**config.mk**
```make
export PLATFORM = sky130hd
export DESIGN_NAME = mem_target
export DESIGN_NICKNAME = d
export VERILOG_FILES = /design/src/rtl/mem_target.sv
export SDC_FILE = /design/constraint.sdc
export NUM_CORES = 1
export LEC_CHECK = 0
export CORE_MARGIN = 2
export CORE_UTILIZATION = 55
export DETAILED_ROUTE_END_ITERATION = 7
export HOLD_SLACK_MARGIN = 0.05
export PLACE_DENSITY = 0.8
export REMOVE_ABC_BUFFERS = 1
export SLEW_MARGIN = 10
export SYNTH_ARGS = -nofsm -noshare
export SYNTH_HDL_FRONTEND = slang
export SYNTH_SLANG_ARGS = --single-unit
```
**constraint.sdc**
```tcl
create_clock -name aclk -period 1.8 [get_ports aclk]
set_clock_uncertainty 0.05 [all_clocks]
set_input_delay 0.27 -clock aclk [delete_from_list [all_inputs] [get_ports aclk]]
set_output_delay 0.27 -clock aclk [all_outputs]
set_load 0.01 [all_outputs]
```
**src/rtl/mem_target.sv**
```systemverilog
// mem_target: word-addressed memory target with req/ack handshake, optional ack gap
// and a fixed-latency read response pipeline.
module mem_target #(
    parameter int AWIDTH     = 32,
    parameter int DWIDTH     = 32,
    parameter int DEPTH      = 16,
    parameter int RD_LATENCY = 2,
    parameter int ACK_GAP    = 0
) (
    input  logic              aclk,
    input  logic              aresetn,
    input  logic              req,
    input  logic [AWIDTH-1:0] addr,
    input  logic              cmd,
    input  logic [DWIDTH-1:0] wdata,
    output logic              ack,
    output logic [DWIDTH-1:0] rdata,
    output logic              resp
);
    localparam int IW = $clog2(DEPTH);

    logic [DEPTH-1:0][DWIDTH-1:0]      mem;
    logic [RD_LATENCY-1:0][DWIDTH-1:0] pipe_data;
    logic [RD_LATENCY-1:0]             pipe_vld;
    logic [2:0]                        gap;
    logic [IW-1:0]                     idx;
    logic                              rd_acc;
    logic                              unused_addr;

    assign idx         = addr[IW+1:2];
    assign unused_addr = ^addr;
    assign ack         = req && gap == 3'd0 && aresetn;
    assign rd_acc      = ack && !cmd;
    assign resp        = pipe_vld[RD_LATENCY-1];
    assign rdata       = resp ? pipe_data[RD_LATENCY-1] : '0;

    // read samples mem before this edge's write lands (non-blocking update)
    always_ff @(posedge aclk or negedge aresetn) begin
        if (!aresetn) begin
            mem       <= '0;
            pipe_data <= '0;
            pipe_vld  <= '0;
            gap       <= '0;
        end else begin
            gap          <= ack ? 3'(ACK_GAP) : gap - 3'(gap != 3'd0);
            pipe_vld[0]  <= rd_acc;
            pipe_data[0] <= rd_acc ? mem[idx] : '0;
            for (int i = 1; i < RD_LATENCY; i++) begin
                pipe_vld[i]  <= pipe_vld[i-1];
                pipe_data[i] <= pipe_data[i-1];
            end
            if (ack && cmd)
                mem[idx] <= wdata;
        end
    end
endmodule

```
* After elaboration in Yosys (flattened, before gate mapping)
Index checks and enable logic that the tools add are counted.
** Storage, ports and cells
- Logic and storage cells :: 39
- Bits in read-only memories :: 0
- Output and inout bits :: 34
- Bits in latches :: 0
- Flip-flop bits (word level) :: 581
- Input port bits :: 68
- Memories :: 0
- RAM bits :: 0
** Cells by class
- $lt $le $gt $ge :: 2
- $add $sub $neg :: 1
- $mul :: 0
- Div/mod/pow operators :: 0
- Shifts and indexed selects :: 0
- Mux-type cells :: 8
- Bitwise operators :: 0
- Eq/ne operators :: 0
- Reduce and logical (&&, ||, !) cells :: 8
** Operator list (count)
- $bwmux W512 :: 1
- $bmux W32 S4 :: 1
- $demux W32 S4 :: 1
- $mux W32 :: 4
- $logic_and A1 B1 Y1 :: 5
- $lt A4 B5 Y1 const B :: 1
- $ge A4 B1 Y1 const B :: 1
- $logic_not A3 Y1 :: 1
- $mux W3 :: 1
- $reduce_bool A3 Y1 :: 1
- $sub A3 B1 Y3 :: 1
- $logic_not A1 Y1 :: 1

* Depth between registers and ports, before layout
- Depth in word-level cells :: 5
- Mapped depth :: 7
- Gate-level depth less buffers :: 6

* Worst setup path before layout
Ideal clock, no wire load.
- Path type :: flip-flop to flip-flop
- From :: register gap[0]
- To :: register mem[417] (netlist bit)
- Cell stages (with the launch flop) :: 6
- Data required time :: 1.625 ns
- Arrival :: 1.730 ns
- Setup slack :: -0.104 ns
- Setup time :: 0.125 ns
- Path buffers :: 1
- Period minus slack after synthesis :: 1.904 ns
- Cell sequence :: dfrtp_1 -> nor3_4 -> nand2_4 -> nor3_2 -> buf_2 -> mux2_2
** Between the ends
- Cells in the longest elaborated chain, start to end :: 4
** Ends and longest elaborated chain
- start: declaration :: RTL line 25 : logic [2:0] gap;
- start signal: assignment :: RTL line 45 : gap <= ack ? 3'(ACK_GAP) : gap - 3'(gap != 3'd0);
- $logic_not A3 Y1 :: RTL line 32 : assign ack = req && gap == 3'd0 && aresetn;
- $logic_and A1 B1 Y1 (2 in a row) :: RTL line 32
- $logic_and A1 B1 Y1 :: RTL line 52 : if (ack && cmd)
- end signal: indexed assignment :: RTL line 53 : mem[idx] <= wdata;
- end: declaration :: RTL line 22 : logic [DEPTH-1:0][DWIDTH-1:0] mem;
Every way passes these cells.
A chain may end at the register's enable or synchronous reset.

* Worst setup path after layout
- From :: register gap[0]
- To :: register mem[266] (netlist bit)
Same word-level chain as after synthesis.

==> flow_summary_export.csv <==
group,metric,value,unit
outcome,status,"complete, but fails checks",
outcome,violations,"negative setup slack",
setup_path,crit_slowest_cell,"dfrtp_1",
setup_path,cp_top_family,"buffers and inverters",
yosys,synthCells,1573,
timing,setup_violations,579,
yosys,synth_area_leaders,"dfrtp_1 57%, mux2_2 22%, mux4_2 10%",
final_layout,drive_gt1_frac,0.5801,
setup_path,path_cells,"nor3_4 > buf_6 > nand4b_1 > buf_6 > nor3_4 > buf_12 > clkbuf_16 > mux2_4",
die,dieArea,47750,sq um
yosys,ys.flop_type,"dfrtp_1",
final_layout,area_growth,34.48,%
detailed_routing,finalWirelength,82120,microns
min_path,min_path_type,"primary input to asynchronous set/reset pin",
die,initial_utilization,0.5577,
final_layout,layout.nets,1878,
yosys,yosys_register_bits,581,
global_route,track_usage,0.2786,
detailed_routing,drtIter0Drc,1655,
timing,drv_slew,0,
yosys,synth_area,25310,sq um
clocking,cts_max_path_buffers,3,
job,drv_cap,0,
timing,fin_ws,-0.4301,ns
global_route,grt_overflow,0,
final_layout,num_antenna_cells,0,
setup_path,cp.required,2.26,ns
yosys,synth_top_family_by_area,"multiplexers",
die,die_w,218.5,microns
global_route,first_global_vias,16430,
detailed_routing,via_count,16170,
detailed_routing,postRouteAntennaNets,0,
setup_path,cp_slowest_stage_delay,0.41,ns
yosys,async_flop_share,1.000,
die,core-area,45380,sq um
detailed_routing,drtPass1Iterations,5,
global_route,grt_max_degree,142,
yosys,syn_avg_cell_area,16.09,sq um
detailed_routing,avgRoutedWirePerCell,33.45,microns
clocking,path_clk_slew,0.07,ns
timing,worst_pin_slew,0.8109,ns
placement,io_buffers,73,
timing,period_needed,2.230,ns
pwr,total_leakage_power,15.71,nW
setup_path,worst-path-buf-inv,4,
pwr,total_power,32.98,mW
setup_path,critPathCaptureType,"register",
yosys,yosysTopAreaCellShare,0.5744,
timing,fin_crit_sh,1.239,
yosys,yosys.area_share.simple,0.02922,
pwr,peakVddDrop,0.8984,mV
yosys,muxShareOfSynthArea,0.3464,
yosys,synth_fa_ha_area_frac,0.0009887,
placement,gp_congestion,0.7602,
timing,rsz0062_at_grt,"yes",
detailed_routing,drc,0,
die,num_rows,78,
setup_path,worstPathMaxFanout,6,
placement,dp.final_hpwl,36160,microns
placement,dp_slack,-0.7048,ns
timing,finalHoldViolations,0,
setup_path,cp-start-kind,"register",
pwr,p_per_area,968.9,nW/um^2
global_route,antenna_found_initial,0,
yosys,synth-xor-area-share,0.0003460,
yosys,synth_compound_area_frac,0.01977,
placement,placed_cells,2241,
final_layout,finalNonFillerCells,2455,
placement,place_area,27630,sq um
yosys,ys.warnings.count,0,
setup_path,crit_type,"register to register",
yosys,yosysTopAreaCell,"dfrtp_1",
die,num_io_pins,102,
clocking,root_buffer,"clkbuf_16",
clocking,cts_buffers,58,
global_route,grt_pass1_wl,100300,microns
yosys,synth_edf_count,0,
final_layout,postLayoutCellArea,34040,sq um
timing,relSlewSlack,0.4577,
clocking,clkSinkCount,581,
clocking,cts_tree,"yes",
timing,fin_tns_setup,-173.75,ns
die,die_y,218.5,microns
clocking,clk_latency,0.64,ns
setup_path,worstPathArrival,2.69,ns
yosys,ys_seq_area_frac,0.5744,
yosys,synthDistinctLibCells,31,
clocking,htree_num_levels,2,
detailed_routing,avgViaCountPerCell,6.585,
timing,fmax,0.4484,GHz
[sequential cells by signal (all words and copies together), names as in the netlist]
name / cells
gap: 3
pipe_data: 64
mem: 512
pipe_vld: 2
[worst min-delay path, stage by stage]
cell and delay (ns):
buf_8 0.08, dlygate4sd3_1 0.62, buf_4 0.18
[Yosys cell counts, types with 3 or more instances]
| master | n |
|---|---|
| a211oi_1 | 32 |
| a221o_1 | 16 |
| and2_1 | 32 |
| buf_1 | 6 |
| buf_2 | 34 |
| buf_4 | 41 |
| clkbuf_1 | 51 |
| dfrtp_1 | 581 |
| inv_1 | 4 |
| mux2_1 | 22 |
| mux2_2 | 490 |
| mux2i_1 | 48 |
| mux4_2 | 112 |
| nand2_1 | 3 |
| nand2b_1 | 3 |
| nand4b_1 | 3 |
| nor2_1 | 25 |
| nor2b_1 | 16 |
| nor3_1 | 16 |
| nor3_2 | 5 |
| nor3_4 | 4 |
| o22ai_1 | 16 |
[path summary, 6_finish.rpt]
| path | startpoint | endpoint | slack, ns | cells past startpoint |
|---|---|---|---|---|
| max reg2reg | gap[0] | mem[266] | -0.43 | 8 |
| min | aresetn | pipe_data[10] | 0.15 | 3 |
| min reg2reg | pipe_data[20] | pipe_data[52] | 0.30 | 0 |
| max | gap[0] | mem[266] | -0.43 | 8 |
| min in group aclk | addr[3] | pipe_data[3] | 0.29 | 3 |
| max in group asynchronous | aresetn | pipe_data[41] | 0.14 | 5 |
[what timing repair did]
action / in CTS / in global routing
buffers inserted: 37 / 33
setup endpoints to repair: 577 / 911
hold buffers: 1 / 0
pin swaps: 7 / 28
cloned: 18 / 37
endpoints found under the hold margin: 86 / 0
gates resized for setup: 333 / 543
[area by class of cell]
class	instances	area [sq um]
inverter	4	15.01
clock inverter	20	241.5
clock buffer	87	1794
tap	600	750.7
sequential	581	14540
timing repair buffer	309	4452
fill	2346	11340
multi-input combinational	854	12240
[layout by cell type (no fill, tap or decap), types with 12 or more instances in the layout]
master           count
a221o_1             16
clkbuf_8            18
nor2_1              19
buf_6               75
buf_16              18
dfrtp_1            580
buf_12              66
nor3_2              12
mux4_2             112
and2_4              32
o22ai_1             16
mux2_4             486
clkbuf_16           90
mux2i_1             48
buf_4               74
nor2b_1             16
mux2_2              25
a211oi_1            16
clkdlybuf4s50_1     34
[per-stage QoR]
step,hold WS [ns],utilization
after floorplan,-0.07559,-
after global placement,0.1340,0.6089
after detailed placement,0.1304,0.6089
after CTS,0.1179,0.6844
after global routing,0.1449,0.7500
final,0.1461,0.7500
[layer usage]
layer,global-route usage,share of wire
met5,0,0
met4,0.1052,0.067
met3,0.05358,0.079
met2,0.4568,0.48
met1,0.3715,0.37
[power breakdown]
group,leakage (nW),internal (mW),switching (mW)
sequential,7.80,14.4,0.921
clock,0.995,7.58,5.46
combinational,6.91,2.77,1.83
[kinds of logic after synthesis]
| kind of cell | Yosys count |
|---|---|
| adders and majority gates | 2 |
| xor gates and xnor gates | 1 |
| and+or+nand+nor | 115 |
| AOI/OAI and AO/OA | 64 |
| DFF | 581 |
| buffers and inverters | 138 |
| muxes | 672 |
Note: power is estimated with default switching activity, not from simulation.
